==> src/rtl/fault_log_pkg.sv <==
// Shared constants for the fault event logger: source bit map, fatal mask
// and the event entry width helper.
package fault_log_pkg;

  localparam int SRC_S_IMEM = 0;
  localparam int SRC_D_IMEM = 1;
  localparam int SRC_S_DMEM = 2;
  localparam int SRC_D_DMEM = 3;
  localparam int SRC_HW     = 4;
  localparam int SRC_MUX    = 5;

  // Uncorrectable ECC (bits 1, 3) and ALU hardware fault (bit 4) are fatal.
  localparam logic [5:0] FATAL_MASK = 6'b011010;

  function automatic int ENTRY_W(input int ts_w, input int num_src);
    return ts_w + num_src;
  endfunction

endpackage

==> src/rtl/sync_fifo.sv <==
// Synchronous FIFO with separate level tracking; push while full is accepted
// only when a pop frees the head slot on the same edge.
module sync_fifo #(
  parameter int WIDTH = 8,
  parameter int DEPTH = 8
) (
  input  logic                     clk,
  input  logic                     rst,
  input  logic                     clr,
  input  logic                     push,
  input  logic                     pop,
  input  logic [WIDTH-1:0]         din,
  output logic [WIDTH-1:0]         dout,
  output logic                     full,
  output logic                     empty,
  output logic [$clog2(DEPTH):0]   level
);

  localparam int AW = $clog2(DEPTH);

  logic [WIDTH-1:0] mem_q [DEPTH];
  logic [WIDTH-1:0] mem_d [DEPTH];
  logic [AW-1:0]    wr_q, wr_d, rd_q, rd_d;
  logic [AW:0]      lvl_q, lvl_d;
  logic             do_push, do_pop;

  assign full  = (lvl_q == (AW+1)'(DEPTH));
  assign empty = (lvl_q == '0);
  assign dout  = mem_q[rd_q];
  assign level = lvl_q;

  always_comb begin
    do_pop  = pop & ~empty;
    do_push = push & (~full | do_pop);
    mem_d   = mem_q;
    wr_d    = wr_q;
    rd_d    = rd_q;
    lvl_d   = lvl_q;
    if (clr) begin
      wr_d  = '0;
      rd_d  = '0;
      lvl_d = '0;
    end else begin
      // When full, wr_q == rd_q: the write lands in the slot being popped.
      if (do_push) begin
        mem_d[wr_q] = din;
        wr_d        = wr_q + 1'b1;
      end
      if (do_pop) rd_d = rd_q + 1'b1;
      case ({do_push, do_pop})
        2'b10:   lvl_d = lvl_q + 1'b1;
        2'b01:   lvl_d = lvl_q - 1'b1;
        default: lvl_d = lvl_q;
      endcase
    end
  end

  always_ff @(posedge clk or posedge rst) begin
    if (rst) begin
      for (int unsigned i = 0; i < DEPTH; i++) mem_q[i] <= '0;
      wr_q  <= '0;
      rd_q  <= '0;
      lvl_q <= '0;
    end else begin
      mem_q <= mem_d;
      wr_q  <= wr_d;
      rd_q  <= rd_d;
      lvl_q <= lvl_d;
    end
  end

endmodule

==> src/rtl/fault_event_logger.sv <==
// Converts pipeline fault levels into timestamped rise events, with sticky
// status, per-source saturating counters and a drainable event FIFO.
module fault_event_logger
  import fault_log_pkg::*;
#(
  parameter int NUM_SRC = 6,
  parameter int DEPTH   = 8,
  parameter int TS_W    = 16,
  parameter int CNT_W   = 8
) (
  input  logic                         clk,
  input  logic                         rst,
  input  logic [NUM_SRC-1:0]           err_in,
  input  logic                         clear_i,
  output logic                         evt_valid,
  input  logic                         evt_ready,
  output logic [TS_W+NUM_SRC-1:0]      evt_data,
  output logic [$clog2(DEPTH):0]       fifo_level,
  output logic [NUM_SRC-1:0]           sticky_o,
  input  logic [$clog2(NUM_SRC)-1:0]   cnt_sel,
  output logic [CNT_W-1:0]             cnt_o,
  output logic                         overflow_o,
  output logic [CNT_W-1:0]             drop_cnt_o,
  output logic                         fatal_o
);

  localparam int EW    = ENTRY_W(TS_W, NUM_SRC);
  localparam int SEL_W = $clog2(NUM_SRC);
  localparam logic [NUM_SRC-1:0] FMASK = NUM_SRC'(FATAL_MASK);

  logic [TS_W-1:0]    ts_q, ts_d;
  logic [NUM_SRC-1:0] prev_q, prev_d;
  logic [NUM_SRC-1:0] sticky_q, sticky_d;
  logic [CNT_W-1:0]   cnt_q [NUM_SRC];
  logic [CNT_W-1:0]   cnt_d [NUM_SRC];
  logic               ovf_q, ovf_d;
  logic [CNT_W-1:0]   drop_q, drop_d;
  logic               fatal_q, fatal_d;

  logic [NUM_SRC-1:0] rise;
  logic               fire, pop, drop;
  logic               fifo_full, fifo_empty;

  sync_fifo #(
    .WIDTH (EW),
    .DEPTH (DEPTH)
  ) u_fifo (
    .clk   (clk),
    .rst   (rst),
    .clr   (clear_i),
    .push  (fire),
    .pop   (pop),
    .din   ({ts_q, rise}),
    .dout  (evt_data),
    .full  (fifo_full),
    .empty (fifo_empty),
    .level (fifo_level)
  );

  always_comb begin
    rise     = err_in & ~prev_q;
    fire     = (|rise) & ~clear_i;
    pop      = ~fifo_empty & evt_ready & ~clear_i;
    drop     = fire & fifo_full & ~pop;
    ts_d     = ts_q + 1'b1;
    prev_d   = err_in;
    sticky_d = sticky_q;
    cnt_d    = cnt_q;
    ovf_d    = ovf_q;
    drop_d   = drop_q;
    if (clear_i) begin
      sticky_d = '0;
      for (int unsigned i = 0; i < NUM_SRC; i++) cnt_d[i] = '0;
      ovf_d    = 1'b0;
      drop_d   = '0;
    end else begin
      sticky_d = sticky_q | rise;
      for (int unsigned i = 0; i < NUM_SRC; i++)
        if (rise[i] && cnt_q[i] != '1) cnt_d[i] = cnt_q[i] + 1'b1;
      if (drop) begin
        ovf_d = 1'b1;
        if (drop_q != '1) drop_d = drop_q + 1'b1;
      end
    end
    fatal_d = |(sticky_d & FMASK);
  end

  always_comb begin
    cnt_o = '0;
    for (int unsigned i = 0; i < NUM_SRC; i++)
      if (cnt_sel == SEL_W'(i)) cnt_o = cnt_q[i];
  end

  always_ff @(posedge clk or posedge rst) begin
    if (rst) begin
      ts_q     <= '0;
      prev_q   <= '0;
      sticky_q <= '0;
      for (int unsigned i = 0; i < NUM_SRC; i++) cnt_q[i] <= '0;
      ovf_q    <= 1'b0;
      drop_q   <= '0;
      fatal_q  <= 1'b0;
    end else begin
      ts_q     <= ts_d;
      prev_q   <= prev_d;
      sticky_q <= sticky_d;
      cnt_q    <= cnt_d;
      ovf_q    <= ovf_d;
      drop_q   <= drop_d;
      fatal_q  <= fatal_d;
    end
  end

  assign evt_valid  = ~fifo_empty;
  assign sticky_o   = sticky_q;
  assign overflow_o = ovf_q;
  assign drop_cnt_o = drop_q;
  assign fatal_o    = fatal_q;

endmodule

==> config.mk <==
export PLATFORM = sky130hd
export DESIGN_NAME = fault_event_logger
export DESIGN_NICKNAME = d
export VERILOG_FILES = /design/src/rtl/fault_log_pkg.sv /design/src/rtl/sync_fifo.sv /design/src/rtl/fault_event_logger.sv
export SDC_FILE = /design/constraint.sdc
export NUM_CORES = 1
export LEC_CHECK = 0
export BUFFER_PORTS_ARGS = -buffer_cell sky130_fd_sc_hd__buf_4
export CORE_MARGIN = 1
export CORE_UTILIZATION = 40
export DETAILED_ROUTE_END_ITERATION = 8
export GPL_TIMING_DRIVEN = 0
export PLACE_DENSITY = 0.6
export REMOVE_ABC_BUFFERS = 1
export SETUP_SLACK_MARGIN = 0.4
export SLEW_MARGIN = 20
export SYNTH_ARGS = -nofsm -noshare
export SYNTH_HDL_FRONTEND = slang
export SYNTH_SLANG_ARGS = --single-unit
export TNS_END_PERCENT = 10
==> constraint.sdc <==
create_clock -name clk -period 8.65 [get_ports clk]
set_input_delay 1.2975 -clock clk [delete_from_list [all_inputs] [get_ports clk]]
set_output_delay 1.2975 -clock clk [all_outputs]
set_load 0.1 [all_outputs]
======== Yosys cells after proc, flatten, opt, wreduce, memory -nomap -nowiden ========
Index checks and enable logic that the tools add are counted.
Widths: inputs -> output; s select.
operators by class
  reduce and logical (&&, ||, !) cells .... 24
  multiplexer cells ....................... 31
  $add $sub $neg .......................... 12
  equal/unequal tests ..................... 15
  bitwise gates (word level) .............. 17
  $lt $le $gt $ge ......................... 3
operator list
  kind                   number
  $bwmux 176             1
  $mux 8                 15
  $bmux 22 s3            1
  $demux 22 s3           1
  $mux 22                3
  $add 8x1->8 const B    7
  $ne 8x8->1 const B     7
  $mux 48                1
  $reduce_bool 2->1      10
  $add 16x1->16 const B  1
  $mux 3                 4
  $ge 4x4->1 const B     2
  $not 3->4              2
  $pmux 4 s2             1
  $and 1x1->1            7
  $logic_and 1x1->1      7
  $add 3x1->3 const B    2
  $and 6x6->6            1
  $eq 3x2->1 const B     2
  $eq 3x3->1 const B     2
  $mux 6                 1
  $not 6->6              1
  $or 6x6->6             1
  $reduce_or 6->1        1
  other kinds (16)       21
storage, ports and cells
  word-level logic and storage cells ...... 125
  output and inout bits ................... 51
  register bits after elaboration ......... 272
  input bits .............................. 13

======== Depth between registers and ports, before layout ========
  depth after elaboration ................. 10
  mapped depth ............................ 10
  gate-level depth less buffers ........... 9

======== Hierarchy ========
A second synthesis with hierarchy kept.
second synthesis, totals
  cells, all modules ...................... 980
  area total of the unflattened synthesis .. 13389.1 µm²
by module, submodules not included
  module              cells an instance  area an instance (µm²)  times used  sequential area each (µm²)
  sync_fifo           534                8979.9                  1           4654.5
  fault_event_logger  446                4409.2                  1           2152.1

======== Worst setup path after synthesis ========
Ideal clock, no wire load.
  path kind ............................... input to output
  start ................................... in cnt_sel[0]
  end ..................................... out cnt_o[0]
  data arrival time ....................... 3.710 ns
  setup slack ............................. 3.643 ns
  required time ........................... 7.352 ns
  path buffers ............................ 2
  cell stages on the path ................. 5
  cell sequence ........................... clkbuf_1 > and2_1 > clkbuf_1 > a21oi_1 > o221ai_1
on the way
  word-level cells in the longest chain between the ends .. 7
  elaborated cells on any way between the ends .. 12
  classes of those cells .................. eq/ne: 5; mux: 6; reduce/logical: 1
RTL lines
  element              line                      source
  start: declaration   fault_event_logger.sv:20  input logic [$clog2(NUM_SRC)-1:0] cnt_sel,
  $logic_not 3->1      fault_event_logger.sv:91  if (cnt_sel == SEL_W'(i)) cnt_o = cnt_q[i];
  $mux 8 (5 in a row)  fault_event_logger.sv:91
  $mux 8 *             fault_event_logger.sv:91
  end: declaration     fault_event_logger.sv:21  output logic [CNT_W-1:0] cnt_o,
Every way passes the cells marked *; elsewhere a longest branch is shown, timed or not.

======== Final worst setup path ========
  start ................................... in cnt_sel[0]
  end ..................................... out cnt_o[3]
Same word-level chain as after synthesis.

==> metrics.txt <==
H-tree levels=1; first-pass GRT wire length=45780 um; share of flip-flops with an asynchronous set or reset=1.000; post-synthesis sequential area ratio=0.5337; Seq pwr share=0.408; post-DR vias/cell=5.328; Max Clock Skew=0.01799 ns; Fill cells=2833; PortBufs=63; Leak Pwr=0.006699 uW; endpoint class of the critical path=output pin; worst-case vdd ir drop=0.0001555 V; max frequency=252.3 MHz; critical path class=in -> out; Hold Crit Class=reg -> reg; CTS tree=built; hpwl dp=17470 um; Yosys warning count=0; cell row count=65; #FFs+latches synth=272; top cell type by total area after synthesis=dfrtp_1; Clock Sinks=272; pre-CTS WS=3.887 ns; Critical Path RT=7.35 ns; most numerous cell in the Yosys netlist=dfrtp_1; relative max-transition margin=0.3325; Setup Buffers After CTS=0; Synth top area share=0.5337; hold buffers post-CTS=0; vias in the first global route=8448; part of the power in combinational logic=0.251; Final Util=0.4730; cts bufs inserted=29; clock root buffer=clkbuf_16; maximum clock insertion buffer count=3; Tightest Pin Transition=0.9980 ns; Power, Total=3835 uW; Worst Hold Launch=u_fifo.mem_q[55]; aggregate global-route resource usage=0.1749; multi-input logic area=5705 um2; die height=180.6 um; pin count of the biggest net entering global routing=102; initial antenna violation count=0; routed length per instance=18.06 um; diode count=0; Post-synth top cells=dfrtp_1, mux2_2, nand2_1; CP Max Fanout=19; Clk network pwr share=0.342; worst reg-to-reg path cell count=9; Worst EP arrival=2.67 ns; Syn Std Cell Area=12750 um2; worst r2r src=prev_q[5]; fin crit share=0.4582; register area=6815 um2; Distinct cells, synth=59; Post-Synthesis Cells=1054; WHS=0.4717 ns; initial DRC count=366; layout net count=1112; top area cells in the synthesized netlist=dfrtp_1, mux2_2, mux4_2; gpl congestion=0.7685; Critical Path Source Type=primary input; Final Instance Area=14890 um2; Switch Pwr=1253 uW; internal power=2583 uW; Final Setup Violations=0; layout cell share with drive strength beyond 1=0.2940; Clock Pin Slew Worst Setup and Hold Paths=0.06 ns; R2R Path End=u_fifo.level[3]; Avg Cell Area, Syn=12.10 um2; DR pass1 iterations=6; total gr overflow=0; die width=180.6 um; final worst path period need=3.963 ns; Post-synth EDFFs=0; core box area=31470 um2; Vias=8051; WHS Endpoint=u_fifo.mem_q[55]; DP Area=13860 um2; status=complete, no violations; Ports=64; RSZ-0062 raised after global routing=no; Area growth, synth to finish=16.73%; Worst R2R Setup Slack=5.24 ns; antenna viol nets, final=0; die area=32600 um2; switching share of power=0.3266; final hold vios=0; Power Dens Cells=257.6 nW/um2; Initial Util=0.4052; clk_lat worst skew=0.55 ns; post-CTS sizing=0; Total Routed Length=27290 um; DRC viols=0; maxcap violations=0; Pins Over Slew Limit=0; most used flip-flop cell after synthesis=dfrtp_1; Final WS setup=4.687 ns; WHS Path Cells=2
how the worst max path moves through the flow:
stage	depth (start not counted)	to	slack (ns)	start
after floorplan	1	cnt_q[0]	-0.14	rst
after global placement	2	u_fifo.mem_q[175]	-3.37	rst
after detailed placement	9	u_fifo.level[3]	3.89	err_in[5]
after CTS	9	u_fifo.level[3]	4.46	err_in[5]
after global routing	10	u_fifo.level[3]	4.45	err_in[5]
final	5	cnt_o[3]	4.69	cnt_sel[0]
layout make-up:
cell class,instances,share of cell area
clock buffers,43,0.05766
inverters,17,0.004791
repair buffers,76,0.05219
clock inverters,10,0.01051
multi-input cells,691,0.3833
flip-flops and latches,272,0.4578
well taps,402,0.03379
critical path, cell delays in order:
cell and delay [ns]:
buf_4 0.21, nor3b_1 0.59, nand2_1 0.11, o221ai_1 0.11, buf_4 0.34
power by group through the flow:
stage / Combinational (uW) / Sequential (uW) / Clock, uW
after global placement: 903 / 1610 / 0
after floorplan: 680 / 1620 / 0
after CTS: 975 / 1560 / 1350
final: 961 / 1560 / 1310
after detailed placement: 975 / 1590 / 0
after global routing: 1030 / 1590 / 1400
routing by layer:
layer	global-route usage	share of wire
met1	0.2377	0.46
met2	0.2961	0.49
met3	0.02607	0.031
met4	0.03829	0.017
met5	0	0
kinds of logic (layout without fill, tap and decap cells):
family,Yosys count,count (layout),synth area share
fa+ha+maj,12,12,0.01177
simple gates,276,276,0.09938
compound gates,144,144,0.06976
mux,205,205,0.2184
buf+inv,91,146,0.02992
xor+xnor,54,54,0.03708
flops,272,272,0.5337
registers in the layout, indices dropped and copies added, names as in the netlist:
name          flops
cnt_q            48
drop_cnt_o        8
fatal_o           1
overflow_o        1
prev_q            6
sticky_o          6
ts_q             16
u_fifo.level      4
u_fifo.mem_q    176
u_fifo.rd_q       3
u_fifo.wr_q       3
per-stage QoR:
stage                     setup TNS (ns)  std cells
final                                  0       1511
after global routing                   0       1511
after CTS                              0       1510
after detailed placement               0       1457
after global placement           -910.89       1445
after floorplan                   -38.86        980
layout by cell type (no fill, tap or decap), types with 3 or more instances in the layout:
| master | Yosys | layout |
|---|---|---|
| a21oi_1 | 24 | 24 |
| a31oi_1 | 4 | 4 |
| and3_1 | 9 | 9 |
| and4_1 | 3 | 3 |
| buf_16 | 0 | 9 |
| buf_4 | 0 | 63 |
| buf_8 | 0 | 3 |
| bufinv_16 | 0 | 4 |
| clkbuf_1 | 37 | 6 |
| clkbuf_16 | 0 | 29 |
| clkbuf_8 | 0 | 8 |
| clkinv_2 | 0 | 4 |
| dfrtp_1 | 272 | 269 |
| ha_1 | 12 | 12 |
| inv_1 | 17 | 16 |
| mux2_2 | 136 | 136 |
| mux2i_1 | 24 | 24 |
| mux4_2 | 45 | 45 |
| nand2_1 | 97 | 97 |
| nand2b_1 | 8 | 8 |
| nand3_1 | 23 | 23 |
| nand4_1 | 12 | 12 |
| nor2_1 | 82 | 82 |
| nor2b_1 | 10 | 10 |
| nor3_1 | 11 | 11 |
| o2111ai_4 | 0 | 8 |
| o211ai_1 | 3 | 3 |
| o21ai_0 | 72 | 72 |
| o221ai_1 | 7 | 7 |
| or3_1 | 7 | 7 |
| xnor2_1 | 34 | 34 |
| xor2_1 | 20 | 20 |
Note: power is estimated with default switching activity, not from simulation.
